$ cat src/rtl/fetch_pkg.sv
// Shared widths, defaults and the fetch queue entry type.
package fetch_pkg;

    localparam int unsigned XLEN         = 32;
    localparam int unsigned ILEN         = 32;
    localparam int unsigned DEF_FQ_DEPTH = 4;
    localparam int unsigned DEF_PC_STEP  = 4;
    localparam logic [XLEN-1:0] DEF_RESET_PC = 32'h0000_0000;

    // Stale responses can pile up across back-to-back redirects, so this is
    // deliberately wider than the queue depth.
    localparam int unsigned DROP_W = 8;

    typedef struct packed {
        logic [XLEN-1:0] pc;
        logic [ILEN-1:0] instr;
        logic            filled;
    } fq_entry_t;

endpackage

$ cat src/rtl/fetch_if.sv
// Instruction-memory and decode handshakes of the fetch stage.
interface fetch_if;
    import fetch_pkg::*;

    logic            imem_req_valid;
    logic            imem_req_ready;
    logic [XLEN-1:0] imem_req_addr;
    logic            imem_resp_valid;
    logic [ILEN-1:0] imem_resp_data;

    logic            if_valid;
    logic            if_ready;
    logic [XLEN-1:0] if_pc;
    logic [ILEN-1:0] if_instruction;

    // Fetch stage side
    modport master (
        output imem_req_valid, imem_req_addr,
        input  imem_req_ready, imem_resp_valid, imem_resp_data,
        output if_valid, if_pc, if_instruction,
        input  if_ready
    );

    // Memory / decode side
    modport slave (
        input  imem_req_valid, imem_req_addr,
        output imem_req_ready, imem_resp_valid, imem_resp_data,
        input  if_valid, if_pc, if_instruction,
        output if_ready
    );

endinterface

$ cat src/rtl/fetch_queue.sv
// Allocate-on-request fetch queue: entries are allocated at tail, filled in
// allocation order by responses, and popped from head once filled.
module fetch_queue
    import fetch_pkg::*;
#(
    parameter int unsigned FQ_DEPTH = DEF_FQ_DEPTH
) (
    input  logic                      clk,
    input  logic                      reset,
    input  logic                      alloc_en,
    input  logic [XLEN-1:0]           alloc_pc,
    input  logic                      fill_en,
    input  logic [ILEN-1:0]           fill_instr,
    input  logic                      pop_en,
    input  logic                      flush,
    output logic                      head_valid_c,
    output logic [XLEN-1:0]           head_pc_c,
    output logic [ILEN-1:0]           head_instr_c,
    output logic [$clog2(FQ_DEPTH):0] count,
    output logic [$clog2(FQ_DEPTH):0] pend_count
);

    localparam int unsigned PTR_W = $clog2(FQ_DEPTH);
    localparam int unsigned CNT_W = PTR_W + 1;

    fq_entry_t        entries_q [FQ_DEPTH];
    fq_entry_t        entries_d [FQ_DEPTH];
    logic [PTR_W-1:0] head_q, head_d;
    logic [PTR_W-1:0] tail_q, tail_d;
    logic [PTR_W-1:0] fill_q, fill_d;
    logic [CNT_W-1:0] count_q, count_d;
    logic [CNT_W-1:0] pend_q, pend_d;

    // Next-state for entries, pointers, occupancy and unfilled count
    always_comb begin
        entries_d = entries_q;
        head_d    = head_q;
        tail_d    = tail_q;
        fill_d    = fill_q;
        count_d   = count_q;
        pend_d    = pend_q;

        if (flush) begin
            for (int unsigned i = 0; i < FQ_DEPTH; i++) begin
                entries_d[i].filled = 1'b0;
            end
            head_d  = '0;
            tail_d  = '0;
            fill_d  = '0;
            count_d = '0;
            pend_d  = '0;
        end else begin
            if (alloc_en) begin
                entries_d[tail_q] = '{pc: alloc_pc, instr: '0, filled: 1'b0};
                tail_d            = tail_q + PTR_W'(1);
            end
            if (fill_en) begin
                entries_d[fill_q].instr  = fill_instr;
                entries_d[fill_q].filled = 1'b1;
                fill_d                   = fill_q + PTR_W'(1);
            end
            if (pop_en) begin
                entries_d[head_q].filled = 1'b0;
                head_d                   = head_q + PTR_W'(1);
            end
            count_d = count_q + CNT_W'(alloc_en) - CNT_W'(pop_en);
            pend_d  = pend_q + CNT_W'(alloc_en) - CNT_W'(fill_en);
        end
    end

    // Queue state registers
    always_ff @(posedge clk or posedge reset) begin
        if (reset) begin
            for (int unsigned i = 0; i < FQ_DEPTH; i++) begin
                entries_q[i] <= '0;
            end
            head_q  <= '0;
            tail_q  <= '0;
            fill_q  <= '0;
            count_q <= '0;
            pend_q  <= '0;
        end else begin
            entries_q <= entries_d;
            head_q    <= head_d;
            tail_q    <= tail_d;
            fill_q    <= fill_d;
            count_q   <= count_d;
            pend_q    <= pend_d;
        end
    end

    assign head_valid_c = (count_q != '0) && entries_q[head_q].filled;
    assign head_pc_c    = entries_q[head_q].pc;
    assign head_instr_c = entries_q[head_q].instr;
    assign count        = count_q;
    assign pend_count   = pend_q;

endmodule

$ cat src/rtl/fetch_unit.sv
// Instruction fetch stage: sequential PC generation, request issue, redirect
// with queue flush and discard of stale in-flight responses.
module fetch_unit
    import fetch_pkg::*;
#(
    parameter int unsigned     FQ_DEPTH = DEF_FQ_DEPTH,
    parameter int unsigned     PC_STEP  = DEF_PC_STEP,
    parameter logic [XLEN-1:0] RESET_PC = DEF_RESET_PC
) (
    input  logic                      clk,
    input  logic                      reset,
    input  logic                      redirect_valid,
    input  logic [XLEN-1:0]           redirect_pc,
    fetch_if.master                   bus,
    output logic [$clog2(FQ_DEPTH):0] fq_count
);

    localparam int unsigned CNT_W = $clog2(FQ_DEPTH) + 1;

    logic [XLEN-1:0]   fetch_pc_q, fetch_pc_d;
    logic [DROP_W-1:0] drop_cnt_q, drop_cnt_d;
    logic              req_valid_c;
    logic              req_fire;
    logic              resp_drop;
    logic              fill_en;
    logic              pop_en;
    logic              head_valid_c;
    logic [XLEN-1:0]   head_pc_c;
    logic [ILEN-1:0]   head_instr_c;
    logic [CNT_W-1:0]  pend_count;

    // Request gating, response routing and next fetch PC / drop count
    always_comb begin
        req_valid_c = !reset && !redirect_valid && (fq_count < CNT_W'(FQ_DEPTH));
        req_fire    = req_valid_c && bus.imem_req_ready;
        resp_drop   = bus.imem_resp_valid && (drop_cnt_q != '0);
        fill_en     = bus.imem_resp_valid && (drop_cnt_q == '0);
        pop_en      = head_valid_c && bus.if_ready;

        fetch_pc_d  = fetch_pc_q;
        drop_cnt_d  = drop_cnt_q - DROP_W'(resp_drop);

        if (redirect_valid) begin
            // Every still-unfilled request becomes stale, net of this cycle's response
            fetch_pc_d = redirect_pc;
            drop_cnt_d = drop_cnt_q + DROP_W'(pend_count)
                       - DROP_W'(fill_en) - DROP_W'(resp_drop);
        end else if (req_fire) begin
            fetch_pc_d = fetch_pc_q + XLEN'(PC_STEP);
        end
    end

    // Fetch PC and stale-response counter registers
    always_ff @(posedge clk or posedge reset) begin
        if (reset) begin
            fetch_pc_q <= RESET_PC;
            drop_cnt_q <= '0;
        end else begin
            fetch_pc_q <= fetch_pc_d;
            drop_cnt_q <= drop_cnt_d;
        end
    end

    fetch_queue #(
        .FQ_DEPTH (FQ_DEPTH)
    ) u_queue (
        .clk          (clk),
        .reset        (reset),
        .alloc_en     (req_fire),
        .alloc_pc     (fetch_pc_q),
        .fill_en      (fill_en),
        .fill_instr   (bus.imem_resp_data),
        .pop_en       (pop_en),
        .flush        (redirect_valid),
        .head_valid_c (head_valid_c),
        .head_pc_c    (head_pc_c),
        .head_instr_c (head_instr_c),
        .count        (fq_count),
        .pend_count   (pend_count)
    );

    assign bus.imem_req_valid = req_valid_c;
    assign bus.imem_req_addr  = fetch_pc_q;
    assign bus.if_valid       = head_valid_c;
    assign bus.if_pc          = head_pc_c;
    assign bus.if_instruction = head_instr_c;

    // A response must always belong to an outstanding live or stale request
    assert property (@(posedge clk) disable iff (reset)
        bus.imem_resp_valid |-> ((drop_cnt_q != '0) || (pend_count != '0)))
        else $error("fetch_unit: response with no outstanding request");

endmodule

$ cat src/flat_wrapper.sv
// flat-port wrapper written by rule: the top's interface ports become plain ports
module fetch_unit_flat import fetch_pkg::*;
#(
    parameter int unsigned     FQ_DEPTH = DEF_FQ_DEPTH,
    parameter int unsigned     PC_STEP  = DEF_PC_STEP,
    parameter logic [XLEN-1:0] RESET_PC = DEF_RESET_PC
)
  (clk, reset, redirect_valid, redirect_pc, fq_count, bus_imem_req_valid, bus_imem_req_addr, bus_imem_req_ready, bus_imem_resp_valid, bus_imem_resp_data, bus_if_valid, bus_if_pc, bus_if_instruction, bus_if_ready);
  fetch_if bus_i ();
  input  logic clk;
  input  logic reset;
  input  logic redirect_valid;
  input  logic [XLEN-1:0] redirect_pc;
  output logic [$clog2(FQ_DEPTH):0] fq_count;
  output wire logic [$bits(bus_i.imem_req_valid)-1:0] bus_imem_req_valid;
  output wire logic [$bits(bus_i.imem_req_addr)-1:0] bus_imem_req_addr;
  input wire logic [$bits(bus_i.imem_req_ready)-1:0] bus_imem_req_ready;
  input wire logic [$bits(bus_i.imem_resp_valid)-1:0] bus_imem_resp_valid;
  input wire logic [$bits(bus_i.imem_resp_data)-1:0] bus_imem_resp_data;
  output wire logic [$bits(bus_i.if_valid)-1:0] bus_if_valid;
  output wire logic [$bits(bus_i.if_pc)-1:0] bus_if_pc;
  output wire logic [$bits(bus_i.if_instruction)-1:0] bus_if_instruction;
  input wire logic [$bits(bus_i.if_ready)-1:0] bus_if_ready;
  assign bus_imem_req_valid = bus_i.imem_req_valid;
  assign bus_imem_req_addr = bus_i.imem_req_addr;
  assign bus_i.imem_req_ready = bus_imem_req_ready;
  assign bus_i.imem_resp_valid = bus_imem_resp_valid;
  assign bus_i.imem_resp_data = bus_imem_resp_data;
  assign bus_if_valid = bus_i.if_valid;
  assign bus_if_pc = bus_i.if_pc;
  assign bus_if_instruction = bus_i.if_instruction;
  assign bus_i.if_ready = bus_if_ready;
  fetch_unit #(.FQ_DEPTH(FQ_DEPTH), .PC_STEP(PC_STEP), .RESET_PC(RESET_PC)) u_core (.clk(clk), .reset(reset), .redirect_valid(redirect_valid), .redirect_pc(redirect_pc), .bus(bus_i), .fq_count(fq_count));
endmodule
$ cat config.mk
export PLATFORM = sky130hd
export DESIGN_NAME = fetch_unit_flat
export DESIGN_NICKNAME = d
export VERILOG_FILES = /design/src/rtl/fetch_pkg.sv /design/src/rtl/fetch_if.sv /design/src/rtl/fetch_queue.sv /design/src/rtl/fetch_unit.sv /design/src/flat_wrapper.sv
export SDC_FILE = /design/constraint.sdc
export NUM_CORES = 1
export LEC_CHECK = 0
export ABC_AREA = 1
export BUFFER_PORTS_ARGS = -buffer_cell sky130_fd_sc_hd__buf_4
export CORE_MARGIN = 2
export CORE_UTILIZATION = 57
export DETAILED_ROUTE_END_ITERATION = 8
export PLACE_DENSITY_LB_ADDON = 0.1
export SLEW_MARGIN = 15
export SYNTH_ARGS = -nofsm -noshare
export SYNTH_HDL_FRONTEND = slang
export SYNTH_SLANG_ARGS = --single-unit
$ cat constraint.sdc
create_clock -name clk -period 11.5 [get_ports clk]
set_clock_uncertainty 0.1 [all_clocks]
set_input_delay 1.725 -clock clk [delete_from_list [all_inputs] [get_ports clk]]
set_output_delay 1.725 -clock clk [all_outputs]
set_load 0.03 [all_outputs]
; ---- Word-level counts from Yosys, hierarchy flattened
; Cells that the tools add are included.
[classes]
reduce_logical = 18
bitwise = 3
add_sub_neg = 12
magnitude_cmp = 7
mux = 35
[op_table]
columns = cell, n
row1 = 2-to-1 mux 260 bit, 5
row2 = bitwise mux 260 bit, 4
row3 = demux 65 bit (select 2 bit), 4
row4 = 2-to-1 mux 65 bit, 3
row5 = binary-select mux 65 bit (select 2 bit), 1
row6 = 2-to-1 mux 32 bit, 2
row7 = 2-to-1 mux 33 bit, 1
row8 = "adder 32 x 3 -> 32 bit, second input constant", 1
row9 = subtractor 8 x 1 -> 8 bit, 3
row10 = 2-to-1 mux 2 bit, 6
row11 = logical AND 1 bit, 10
row12 = ">= comparator 3 bit, second input constant", 3
row13 = "less-than comparator 3 x 1 -> 1 bit, second input constant", 3
row14 = inverter 2 -> 3 bit, 3
row15 = adder 8 x 3 -> 8 bit, 1
row16 = logical NOT 8 bit, 1
row17 = 2-to-1 mux 8 bit, 1
row18 = nonzero test 8 bit, 1
row19 = "adder 2 x 1 -> 2 bit, second input constant", 3
row20 = adder 3 x 1 -> 3 bit, 2
row21 = 2-to-1 mux 1 bit, 6
row22 = 2-to-1 mux 3 bit, 2
row23 = nonzero test 2 bit, 3
row24 = subtractor 3 x 1 -> 3 bit, 2
row25 = other kinds (3), 4
[word_totals]
ff_bits = 312
wordCells = 94
output_inout_bits = 101

; ---- Longest topological paths before layout
; Gate-level depths: netlist of run 1.
[depth]
ltp_word = 15
mapped_depth = 14

; ---- By module
; A second synthesis of run 1 with hierarchy kept.
[unflattened]
hier_cells = 1960
hier_area_um2 = 15812.7
[by_module_without_submodules]
columns = module, cells_per_inst, area_per_inst_um2, seq_area_each_um2, instances
row1 = fetch_queue, 1459, 12563.3, 6806.5, 1
row2 = fetch_unit, 501, 3249.4, 1001.0, 1

; ---- Worst setup path after synthesis of run 1
; Ideal clock, no wire load.
[synth_timing]
path_kind = input -> register
startpoint = in reset
endpoint = reg u_core.u_queue.count_q[2], in the netlist u_core.u_queue.count[2]
slack_ns = 0.959
setup_ns = 0.125
required_ns = 11.275
arrival_time_ns = 10.317
path_buffers = 0
path_stages = 9
cell_sequence = inv_1 > nand3_4 > ha_1 > inv_1 > ha_1 > inv_1 > fa_1 > o21ai_0 > a21oi_1
[synth_via]
elab_chain_cells = 7
[synth_lines]
columns = item, line
row1 = from (decl), flat_wrapper.sv:11  ; input logic reset;
row2 = logical NOT 1 bit (no line), -
row3 = logical AND 1 bit (2 in series), fetch_unit.sv:34  ; req_valid_c = !reset && !redirect_valid && (fq_count < CNT_W'(FQ_DEPTH));
row4 = logical AND 1 bit, fetch_unit.sv:35  ; req_fire = req_valid_c && bus.imem_req_ready;
row5 = adder 3 x 1 -> 3 bit, fetch_queue.sv:66  ; count_d = count_q + CNT_W'(alloc_en) - CNT_W'(pop_en);
row6 = subtractor 3 x 1 -> 3 bit, fetch_queue.sv:66
row7 = 2-to-1 mux 3 bit, fetch_queue.sv:43  ; if (flush) begin
row8 = named net u_core.u_queue.count_d[2], fetch_queue.sv:31  ; logic [CNT_W-1:0] count_q, count_d;
row9 = to (signal assigned), fetch_queue.sv:87  ; count_q <= count_d;
row10 = to (decl), fetch_queue.sv:31
; The timed path passes the listed nets, and every way through them passes these cells.
; A chain may end at the register's enable or synchronous reset.

; ---- Final worst setup path of run 1
[layout_timing]
startpoint = reg u_core.u_queue.head_q[0]
endpoint = out bus_if_pc[14]
[layout_via]
elab_chain_cells = 4
[layout_lines]
columns = item, line
row1 = from (decl), fetch_queue.sv:28  ; logic [PTR_W-1:0] head_q, head_d;
row2 = from (signal assigned), fetch_queue.sv:77  ; head_q <= '0;
row3 = from (signal assigned), fetch_queue.sv:84  ; head_q <= head_d;
row4 = inverter 2 -> 3 bit (not written as such), fetch_queue.sv:93  ; assign head_pc_c = entries_q[head_q].pc;
row5 = binary-select mux 65 bit (select 2 bit), fetch_queue.sv:93
row6 = 2-to-1 mux 65 bit (2 in series), -
row7 = to (decl), flat_wrapper.sv:21  ; output wire logic [$bits(bus_i.if_pc)-1:0] bus_if_pc;
; No other way between the ends. The select of a mux whose other input is x is not followed.

==> flow_summary.yaml, run 1 <==
cts:
  clk_pin_slew_ns: 0.06
  postCtsHoldBufs: 0
  ctsLongestPathBuffers: 3
  post_cts_buffers: 0
  cts_buffers: 35
  cts_resized: 0
  clock-sinks: 312
  insertion_delay_ns: 0.51
  htreeDepth: 2
  clock-root-buffer: "clkbuf_16"
  cts_tree: "yes"
synthesis:
  synthArstFlopShare_pct: 100.0
  synthTopCellsByArea: "dfrtp_1, nand2_1, o21ai_0"
  synth_area_sq_um: 16180
  yosys.cell_types.count: 39
  synth_top_area_share_pct: 48.24
  synth_enable_flop_cells: 0
  synth_common_cells: "nand2_1, dfrtp_1, o21ai_0"
  synth_ff_type: "dfrtp_1"
  ys_seq_elements: 312
  synthMostInstantiatedCell: "nand2_1"
  yosysSeqAreaShare_pct: 48.24
  syn_nets: 2165
  syn-instance-count: 2057
  syn_area_per_cell_sq_um: 7.868
  synth_top_cell_by_area: "dfrtp_1"
  yosysWarnings: 0
run_status:
  outcome: "finished clean"
timing:
  finalCriticalPeriod_ns: 5.207
  rsz0062_at_grt: "no"
  worst_pin_slew_ns: 1.207
  slew_headroom_pct: 19.53
  hold_violations: 0
  slew_viol_final: 0
  clock.fmax_mhz: 192.0
  setup-tns-final_ns: 0
  timing.final.crit_share_pct: 45.28
  finalSetupViolCount: 0
detailed_routing:
  wirelength_um: 44860
  vias_per_cell: 5.607
  via_count: 14300
  final_antenna_net_count: 0
  drt_iter0_markers: 1468
  drtPass1Iterations: 5
  wl_per_cell_um: 17.59
  drc: 0
layout:
  area_growth_pct: 14.99
  multi_input_area_sq_um: 7218
  drive_gt1_share_pct: 14.78
  postLayoutCellArea_sq_um: 18610
  nFillCells: 2377
  num-nets-final: 2256
  seqCellArea_sq_um: 7812
  antennaDiodeCount: 0
  stdcell_count: 2550
  post-route-util_pct: 66.80
power_and_ir_drop:
  power.switching_uw: 1249
  p_leak_uw: 0.009620
  seqPwrFrac_pct: 38.5
  vdd_drop_max_mv: 0.1303
  power_frac_comb_pct: 29.4
  power_density_nw_per_um2: 191.0
  sw_frac_of_total_pct: 35.14
  p_clk_share_pct: 32.1
  internal_power_uw: 2306
critical_path:
  cp.arrival_ns: 3.38
  worst_setup_path_start_kind: "flop"
  critPathKind: "flop to output port"
  endpoint_kind: "output port"
  cp_data_required_time_ns: 9.68
  critPathMaxFanout: 108
  crit_top_cell: "buf_4"
  worst_path_max_delay_cell: "buf_4"
  cp_slowest_stage_delay_ns: 0.91
  worstPathCellList: "clkinv_2 > buf_4 > o21ai_0 > o22ai_1 > buf_4"
grt:
  grt_util_all_layers_pct: 30.06
  antenna_found_initial: 0
  grt_start_max_net_pins: 178
  overflow: 0
  grt_pass1_wl_um: 73040
  first_global_vias: 13950
place:
  io_buffer_count: 170
  dpl.hpwl_um: 27100
  gp_congestion: 0.9450
  dpl-instance-area_sq_um: 17430
  place_inst: 2489
floorplanning:
  rows: 61
  fp.dieW_um: 172.5
  coreArea_sq_um: 27860
  die_h_um: 172.5
  floorplan.initialDensity_pct: 58.10
  io_pins: 171
  die_area_sq_um: 29760
hold_path:
  hold_class: "flop to flop"
run:
  max_cap_violations: 0
-- metal layers --
layer / wire, um / track usage, % / vias up
met3: 2957 / 4.266 / 73
met5: 0 / 0 / -
met1: 19610 / 41.35 / 6889
met4: 1098 / 9.224 / 0
li1: - / - / 6833
met2: 21200 / 49.65 / 504
-- layout make-up --
| class | count | share of cell area [%] |
|---|---|---|
| timing repair buffer | 179 | 7.288 |
| sequential | 312 | 41.98 |
| inverter | 149 | 3.066 |
| clock inverter | 9 | 0.5244 |
| multi-input combinational | 1471 | 38.79 |
| clock buffer | 52 | 5.816 |
| tap | 378 | 2.541 |
-- critical path: cells and delay by family (launching register included) --
kind                   cells  cell delay (ns)
AO/OA/AOI/OAI              2             0.54
buffers and inverters      3             1.55
flip-flops                 1             0.72
-- power groups by stage --
stage                     Clock, uW  Combinational (uW)  Sequential (uW)
after floorplan                   0                 699             1380
after global placement            0                1020             1380
after detailed placement          0                1040             1380
after CTS                      1150                1050             1370
after global routing           1200                1160             1390
final                          1140                1040             1370
-- stage by stage --
| step | power, uW | hold WS [ns] | worst slack, ns |
|---|---|---|---|
| final | 3555 | 0.3727 | 6.293 |
| after global routing | 3750 | 0.3962 | 6.166 |
| after CTS | 3566 | 0.3762 | 6.334 |
| after detailed placement | 2426 | 0.3603 | 6.738 |
| after global placement | 2403 | 0.3569 | 6.831 |
| after floorplan | 2077 | 0.3367 | 0.9588 |
-- path summary, 6_finish.rpt --
check | from | end | slack (ns) | cells past startpoint
max | u_core.u_queue.head_q[0]$_DFFE_PP0P_ | bus_if_pc[14] | 6.29 | 5
min | flop | flop | 0.37 | 2
max reg2reg | u_core.u_queue.head_q[0]$_DFFE_PP0P_ | u_core.u_queue.count[2]$_DFF_PP0_ | 7.70 | 14
min reg2reg | flop | flop | 0.37 | 2
max in group asynchronous | reset | u_core.u_queue.head_q[0]$_DFFE_PP0P_ | 8.45 | 3
min in group asynchronous | reset | u_core.drop_cnt_q[3]$_DFF_PP0_ | 1.29 | 2
-- logic make-up after synthesis --
logic type	Yosys count	share of synthesized area [%]
compound gates	388	12.70
xor+xnor	7	0.3788
fa+ha+maj	38	3.123
buf+inv	274	7.221
flops	312	48.24
mux	1	0.06185
simple gates	1037	28.27
-- layout by cell type (no fill, tap or decap), types with 5 or more instances in the layout --
master / Yosys / layout
nand2_1: 593 / 593
inv_1: 147 / 144
o21ai_0: 279 / 279
clkinv_2: 0 / 7
a21oi_1: 11 / 11
nand2_4: 4 / 6
nand3_2: 61 / 61
o211ai_1: 7 / 7
buf_4: 4 / 178
dfrtp_1: 312 / 310
nand3_1: 120 / 120
nor2_1: 238 / 238
o21ai_1: 21 / 21
clkbuf_1: 66 / 5
ha_1: 34 / 34
xor2_1: 6 / 6
clkbuf_16: 0 / 37
o22ai_1: 64 / 64
clkbuf_8: 0 / 10
Note: power is estimated with default switching activity, not from simulation.
==> run 2: changes to the inputs <==
Clock period 11.5 ns to 4.8 ns, I/O delays scaled along.
==> flow_summary.yaml, run 2 (synthesis gave the netlist of run 1 again) <==
run_status:
  outcome: "finished clean"
floorplanning:
  die_h_um: 172.5
  coreArea_sq_um: 27860
  die_area_sq_um: 29760
  floorplan.initialDensity_pct: 58.10
  io_pins: 171
  rows: 61
  fp.dieW_um: 172.5
cts:
  clock-root-buffer: "clkbuf_16"
  post_cts_buffers: 0
  ctsLongestPathBuffers: 3
  htreeDepth: 2
  postCtsHoldBufs: 0
  cts_buffers: 35
  cts_resized: 0
  insertion_delay_ns: 0.51
  clk_pin_slew_ns: 0.06
  clock-sinks: 312
  cts_tree: "yes"
timing:
  timing.final.crit_share_pct: 84.36
  setup-tns-final_ns: 0
  slew_headroom_pct: 22.39
  rsz0062_at_grt: "no"
  worst_pin_slew_ns: 1.164
  hold_violations: 0
  finalCriticalPeriod_ns: 4.049
  whs_ns: 0.3380
  slew_viol_final: 0
  finalSetupViolCount: 0
  clock.fmax_mhz: 246.9
layout:
  nFillCells: 2342
  final_common_cell: "nand2_1"
  antennaDiodeCount: 0
  post-route-util_pct: 66.85
  area_growth_pct: 15.07
  stdcell_count: 2555
  final_cell_mix: "nand2_1, dfrtp_1, o21ai_0"
  num-nets-final: 2263
  drive_gt1_share_pct: 14.84
critical_path:
  cp_data_required_time_ns: 3.98
  cp.arrival_ns: 3.23
  critPathKind: "flop to output port"
  critPathMaxFanout: 79
  worst_setup_path_start_kind: "flop"
  endpoint_kind: "output port"
place:
  gp_congestion: 0.9094
  dpl.hpwl_um: 27830
  place_inst: 2496
  io_buffer_count: 170
power_and_ir_drop:
  p_clk_share_pct: 31.3
  seqPwrFrac_pct: 38.9
  power.switching_uw: 2994
  power_density_nw_per_um2: 454.3
  p_leak_uw: 0.009624
  sw_frac_of_total_pct: 35.39
  power_frac_comb_pct: 29.8
  vdd_drop_max_mv: 0.2699
  internal_power_uw: 5467
grt:
  grt_pass1_wl_um: 74700
  first_global_vias: 14250
  antenna_found_initial: 0
  overflow: 0
  grt_start_max_net_pins: 182
  grt_util_all_layers_pct: 30.80
hold_path:
  hold_class: "input port to flop"
detailed_routing:
  final_antenna_net_count: 0
  wl_per_cell_um: 17.91
  wirelength_um: 45770
  via_count: 14550
  vias_per_cell: 5.694
  drc: 0
  drtPass1Iterations: 5
  drt_iter0_markers: 1381
run:
  max_cap_violations: 0
==> run 2: critical path: stages (launching register included) <==
cell and delay (ns):
dfrtp_4 0.78, clkinv_2 0.75, buf_12 0.46, o21ai_0 0.28, o22ai_1 0.16, buf_4 0.20
==> run 2: cell type report <==
cell class	count	area [sq um]	area share, %
Clock buffer	51	1039	5.576
Clock inverter	8	92.59	0.4972
Inverter	149	566.8	3.044
Multi-Input combinational cell	1471	7218	38.76
Sequential cell	312	7812	41.95
Tap cell	378	473.0	2.540
Timing Repair Buffer	186	1421	7.632
==> run 2: worst paths after layout <==
path,from,endpoint,slack (ns),cells past startpoint
min,redirect_pc[1],u_core.bus.imem_req_addr[1]$_DFFE_PP0P_,0.34,3
max reg2reg,u_core.u_queue.head_q[0]$_DFFE_PP0P_,u_core.u_queue.count[2]$_DFF_PP0_,1.15,12
max in group asynchronous,reset,u_core.u_queue.head_q[0]$_DFFE_PP0P_,2.63,4
min in group asynchronous,reset,u_core.u_queue.count[2]$_DFF_PP0_,0.37,3
min reg2reg,flop,flop,0.38,2
max,u_core.u_queue.head_q[0]$_DFFE_PP0P_,bus_if_instruction[14],0.75,5
==> run 2: through the flow <==
step                      power [uW]  instance area, sq um  worst slack, ns
final                           8461                 18620           0.7505
after global routing            8930                 18620           0.6123
after CTS                       8482                 18620           0.8448
after detailed placement        5827                 17490            1.209
after global placement          5766                 17490            1.197
after floorplan                 4979                 16220           -2.569
==> run 2: routing by layer <==
metal | track usage (%) | part of all wire (%) | up-vias
met5 | 0 | 0 | -
met4 | 9.402 | 2.5 | 0
met3 | 5.172 | 7.3 | 78
met2 | 50.55 | 47 | 596
met1 | 42.16 | 43 | 7028
li1 | - | - | 6847
==> run 2: power groups by stage <==
stage	registers, uW	logic (uW)	clock network [uW]
finish	3290	2520	2650
global placement	3310	2450	0
floorplan	3300	1680	0
CTS	3280	2520	2680
global route	3340	2800	2800
detailed placement	3320	2510	0
